<file path="config.mk">
export PLATFORM = sky130hd
export DESIGN_NAME = pll_lock_supervisor
export DESIGN_NICKNAME = d
export VERILOG_FILES = /design/src/rtl/pll_lock_supervisor_pkg.sv /design/src/rtl/pll_lock_supervisor_sync_ff.sv /design/src/rtl/pll_lock_supervisor.sv
export SDC_FILE = /design/constraint.sdc
export NUM_CORES = 1
export LEC_CHECK = 0
export ABC_AREA = 0
export CAP_MARGIN = 30
export CORE_MARGIN = 2
export CORE_UTILIZATION = 25
export CTS_CLUSTER_SIZE = 28
export DETAILED_ROUTE_END_ITERATION = 10
export SYNTH_ARGS = -nofsm -noshare
export SYNTH_HDL_FRONTEND = slang
export SYNTH_SLANG_ARGS = --single-unit
</file>
<file path="constraint.sdc">
create_clock -name clock -period 2 [get_ports clock]
set_input_delay 0.2 -clock clock [delete_from_list [all_inputs] [get_ports clock]]
set_output_delay 0.2 -clock clock [all_outputs]
set_load 0.05 [all_outputs]
</file>
<file path="src/rtl/pll_lock_supervisor_pkg.sv">
// Shared definitions for the PLL lock supervisor and related reset/clock blocks:
// lock FSM state encoding and a helper that sizes internal counters.
package pll_lock_supervisor_pkg;

    typedef enum logic [2:0] {
        WAIT_LOCK = 3'd0,
        FILTER    = 3'd1,
        HOLD      = 3'd2,
        RUN       = 3'd3,
        LOST      = 3'd4
    } lock_state_e;

    // Width that holds every value 0 .. max(a,b,c)-1, never less than 1 bit.
    function automatic int cnt_width(input int a, input int b, input int c);
        int m;
        m = (a > b) ? a : b;
        m = (m > c) ? m : c;
        return (m < 2) ? 1 : $clog2(m);
    endfunction

endpackage

</file>
<file path="src/rtl/pll_lock_supervisor_sync_ff.sv">
// Multi-stage single-bit synchroniser for the asynchronous PLL lock input.
// All stages clear to 0 so a reset always presents "not locked".
module pll_lock_supervisor_sync_ff #(
    parameter int STAGES = 2
) (
    input  logic clock,
    input  logic reset,
    input  logic d_in,
    output logic q_out
);

    logic [STAGES-1:0] sync_q;
    logic [STAGES-1:0] sync_d;

    // Shift the raw input into the bottom of the chain.
    always_comb begin
        sync_d = {sync_q[STAGES-2:0], d_in};
    end

    // Chain registers, cleared by reset.
    always_ff @(posedge clock) begin
        if (reset) begin
            sync_q <= '0;
        end else begin
            sync_q <= sync_d;
        end
    end

    assign q_out = sync_q[STAGES-1];

endmodule

</file>
<file path="src/rtl/pll_lock_supervisor.sv">
// PLL lock supervisor: filters the synchronised PLL lock, holds the pixel-domain
// reset until lock has been stable, releases it, and re-asserts it on lock loss
// while keeping a sticky loss flag and a saturating loss counter.
module pll_lock_supervisor
    import pll_lock_supervisor_pkg::*;
#(
    parameter int SYNC_STAGES = 2,
    parameter int LOCK_FILTER = 1024,
    parameter int DROP_FILTER = 4,
    parameter int RESET_HOLD  = 16,
    parameter int CNT_W       = 8
) (
    input  logic             clock,
    input  logic             reset,
    input  logic             locked,
    input  logic             clear_sticky,
    output logic             rst_out,
    output logic             ready,
    output logic             lock_lost,
    output logic [CNT_W-1:0] loss_count
);

    localparam int CW = cnt_width(LOCK_FILTER, RESET_HOLD, DROP_FILTER);
    localparam logic [CW-1:0] LOCK_LAST = CW'(LOCK_FILTER - 1);
    localparam logic [CW-1:0] HOLD_LAST = CW'(RESET_HOLD - 1);
    localparam logic [CW-1:0] DROP_LAST = CW'(DROP_FILTER - 1);

    // Loss counter increment that sticks at all-ones instead of wrapping.
    function automatic logic [CNT_W-1:0] sat_inc(input logic [CNT_W-1:0] v);
        return (v == {CNT_W{1'b1}}) ? v : v + 1'b1;
    endfunction

    logic lk;

    lock_state_e      state_q, state_d;
    logic [CW-1:0]    cnt_q, cnt_d;
    logic [CW-1:0]    dcnt_q, dcnt_d;
    logic             rst_out_q, rst_out_d;
    logic             ready_q, ready_d;
    logic             lock_lost_q, lock_lost_d;
    logic [CNT_W-1:0] loss_count_q, loss_count_d;

    pll_lock_supervisor_sync_ff #(
        .STAGES(SYNC_STAGES)
    ) u_sync_ff (
        .clock (clock),
        .reset (reset),
        .d_in  (locked),
        .q_out (lk)
    );

    // Lock FSM: qualify lock, hold reset, run, and detect sustained drops.
    always_comb begin
        state_d = state_q;
        cnt_d   = cnt_q;
        dcnt_d  = '0;
        case (state_q)
            WAIT_LOCK: begin
                cnt_d = '0;
                if (lk) begin
                    state_d = FILTER;
                    cnt_d   = CW'(1);
                end
            end
            FILTER: begin
                if (!lk) begin
                    state_d = WAIT_LOCK;
                    cnt_d   = '0;
                end else if (cnt_q == LOCK_LAST) begin
                    state_d = HOLD;
                    cnt_d   = '0;
                end else begin
                    cnt_d = cnt_q + 1'b1;
                end
            end
            HOLD: begin
                if (!lk) begin
                    state_d = WAIT_LOCK;
                    cnt_d   = '0;
                end else if (cnt_q == HOLD_LAST) begin
                    state_d = RUN;
                    cnt_d   = '0;
                end else begin
                    cnt_d = cnt_q + 1'b1;
                end
            end
            RUN: begin
                cnt_d = '0;
                if (!lk) begin
                    if (dcnt_q == DROP_LAST) begin
                        state_d = LOST;
                    end else begin
                        dcnt_d = dcnt_q + 1'b1;
                    end
                end
            end
            LOST: begin
                state_d = WAIT_LOCK;
                cnt_d   = '0;
            end
            default: begin
                state_d = WAIT_LOCK;
                cnt_d   = '0;
            end
        endcase
    end

    // Sticky loss flag and counter; a clear in the same cycle as LOST wins.
    always_comb begin
        lock_lost_d  = lock_lost_q;
        loss_count_d = loss_count_q;
        if (clear_sticky) begin
            lock_lost_d  = 1'b0;
            loss_count_d = '0;
        end else if (state_q == LOST) begin
            lock_lost_d  = 1'b1;
            loss_count_d = sat_inc(loss_count_q);
        end
    end

    // Outputs decoded from next state so they are registered with no path from locked.
    always_comb begin
        rst_out_d = (state_d != RUN);
        ready_d   = (state_d == RUN);
    end

    // State, counters and output registers.
    always_ff @(posedge clock) begin
        if (reset) begin
            state_q      <= WAIT_LOCK;
            cnt_q        <= '0;
            dcnt_q       <= '0;
            rst_out_q    <= 1'b1;
            ready_q      <= 1'b0;
            lock_lost_q  <= 1'b0;
            loss_count_q <= '0;
        end else begin
            state_q      <= state_d;
            cnt_q        <= cnt_d;
            dcnt_q       <= dcnt_d;
            rst_out_q    <= rst_out_d;
            ready_q      <= ready_d;
            lock_lost_q  <= lock_lost_d;
            loss_count_q <= loss_count_d;
        end
    end

    assign rst_out    = rst_out_q;
    assign ready      = ready_q;
    assign lock_lost  = lock_lost_q;
    assign loss_count = loss_count_q;

endmodule

</file>
==> flow_metrics.tcl <==
set metrics [dict create \
    setup_viol 0 \
    critPathRequiredTime_ps 1800 \
    ys_top_cells_by_area "dfxtp_1 45%, nor2_1 8.7%, xor2_1 6.0%, xnor2_1 5.5%, nand3_1 2.8%" \
    worst_clock_skew_ps 1.75 \
    maxSlewHeadroom_pct 65.9 \
    synth_top_cell_by_area "dfxtp_1" \
    hold_depth 1 \
    reg2reg_depth 5 \
    max_freq_mhz 558 \
    rsz0062_at_grt "no" \
    fillers 653 \
    rows 29 \
    drc 0 \
    clk_latency_ps 290 \
    syn_area_sq_um 1600 \
    routabilityCongestion 0.814 \
    cts_max_path_buffers 2 \
    min_from "u_sync_ff.sync_q[0]$_SDFF_PP0_" \
    synth_seq_area_share_pct 45.1 \
    slowest_delay_ps 850 \
    netlist_instances 178 \
    fin_ws_ps 208 \
    fin_crit_ps 1790 \
    cts_tree "done" \
    core_sq_um 6280 \
    drv_slew 0 \
    ant_nets 0 \
    die_width_um 84.0 \
    root_buffer "clkbuf_8" \
    num_vias 1272 \
    numCtsBuffers 5 \
    worstPathArrival_ps 1590 \
    dp_hpwl_mm 2.19 \
    cts.repair.resized 0 \
    antenna_found_initial 0 \
    cts.sinks 36 \
    async_flop_share_pct 0 \
    cts_max_level 2 \
    reg2reg_from "cnt_q[0]$_SDFF_PP0_" \
    synth_edf_count 0 \
    synthDistinctLibCells 40 \
    hold_path.class "reg2reg" \
    num_antenna_cells 0 \
    crit_end "loss_count[2]" \
    synth_top_area_share_pct 45.1 \
    post-place-ws_ps 298 \
    power_density_nw_per_um2 676 \
    drtIter0Drc 48 \
    critical_path.cell_chain "clkdlybuf4s50_1" \
    track_usage_pct 9.33 \
    syn2layout_area_growth_pct 20.4 \
    dieHeight_um 84.0 \
    grt_pass1_vias 1184 \
    synth_warnings 0 \
    path_clk_slew_ps 70 \
    r2r_slack_ps 440 \
    drt_first_pass_iters 4 \
    multi_input_area_sq_um 853 \
    grt_pass1_wl_mm 5.27 \
    status "completed" \
    final_cell_mix "37 x nor2_1, 36 x dfxtp_1, 14 x clkdlybuf4s50_1" \
    critPathLaunchType "flip-flop" \
    wire_per_inst_um 11.1 \
    cp_top_family "buffers and inverters" \
    power_leakage_nw 0.623 \
    start_util_pct 25.5 \
    slowest_stage "clkdlybuf4s50_1" \
    synth_fp_nets 185 \
    fin_cells 274 \
    worstSetupPathType "reg2out" \
    vias_per_cell 4.64 \
    setup-tns-final_ps 0 \
    fin_crit_sh_pct 89.6 \
    nNetsFinal 204 \
    gr-total-overflow 0 \
    routed_wl_mm 3.05 \
    ios 15 \
    r2r-end "cnt_q[9]$_SDFF_PP0_" \
    synth-main-ff-cell "dfxtp_1" \
    place_inst 267 \
    worstSetupStartpoint "loss_count[2]$_SDFFE_PP0P_" \
    crit_fanout 7 \
    hold_buffers 0 \
    final_common_cell "nor2_1" \
    grt_start_max_net_pins 11 \
    hold_viol_final 0 \
    ys_seq_elements 36 \
    drive_above_1_share_pct 7.11 \
    tightest_slew_ps 511 \
    syn_area_per_cell_sq_um 8.98 \
    cap_violations 0 \
    crit_buf_inv 1 \
    portBuffers 14 \
    dieArea_sq_um 7050 \
    vdd_drop_max_mv 0.264 \
    cts_setup_buffers 0 \
    regArea_sq_um 721 \
    path_depth 1 \
    critPathCaptureType "output pin" \
]
## kinds of logic after synthesis
family,Yosys count,share of synthesized area [%]
adder cells (fa/ha/maj),3,2.35
AO/OA/AOI/OAI,23,10.4
multiplexers,1,0.626
buffers and inverters,6,1.56
AND/OR/NAND/NOR,88,28.5
XOR/XNOR,21,11.5
flip-flops,36,45.1
## report_power, final
part	total, W	internal [W]	switching [W]	leakage [nW]
registers	0.000722	0.000720	0.00000250	0.290
clock network	0.000558	0.000307	0.000252	0.0503
logic	0.0000217	0.0000119	0.00000979	0.282
total	0.00130	0.00104	0.000264	0.623
## per-stage QoR
stage / cell area (sq um) / utilization, % / power (W) / hold WS (ps)
after floorplan: 1600 / - / 0.000749 / 272
after global placement: 1830 / 29.1 / 0.000760 / 419
after detailed placement: 1830 / 29.1 / 0.000760 / 437
after CTS: 1930 / 30.7 / 0.00133 / 454
after global routing: 1930 / 30.7 / 0.00136 / 464
final: 1930 / 30.7 / 0.00130 / 449
## cells in the mapped netlist (2+ instances only)
cell type	number
or3b_1	3
dfxtp_1	36
o31ai_1	2
nand3_1	9
o21ai_1	4
or2_2	2
nor2_1	37
nor4_1	2
xor2_1	11
xnor2_1	10
inv_1	3
a21oi_1	3
nor3_1	2
a31oi_1	4
nand4_1	3
ha_1	3
nor3b_1	2
nand2_1	11
or3_1	2
nor2b_1	2
buf_2	2
and4_1	4
and2_1	2
and3_1	2
o2111ai_1	2
## registers in the layout (all words and copies together) (netlist names)
register,flops
loss_count,8
ready,1
dcnt_q,10
rst_out,1
state_q,3
cnt_q,10
lock_lost,1
u_sync_ff.sync_q,2
## area by class of cell
cell class / instances / area share (%)
multi-input cells: 136 / 44.3
flip-flops and latches: 36 / 37.4
repair buffers: 15 / 7.67
clock buffers: 7 / 5.00
well taps: 77 / 5.00
inverters: 3 / 0.585
## worst min-delay path by stage
stage	slack, ps	to
3_3_place_gp	420	u_sync_ff.sync_q[1]$_SDFF_PP0_
3_5_place_dp	440	u_sync_ff.sync_q[1]$_SDFF_PP0_
2_1_floorplan	270	u_sync_ff.sync_q[0]$_SDFF_PP0_
5_1_grt	460	u_sync_ff.sync_q[1]$_SDFF_PP0_
6_report	450	u_sync_ff.sync_q[1]$_SDFF_PP0_
4_1_cts	450	u_sync_ff.sync_q[0]$_SDFF_PP0_
## routing by layer
layer / routed length (um) / global-route usage (%)
met3: 77 / 2.47
met1: 1560 / 11.4
met5: 0 / 0
met4: 91 / 6.16
met2: 1320 / 14.3
(Power assumes the default switching activity.)
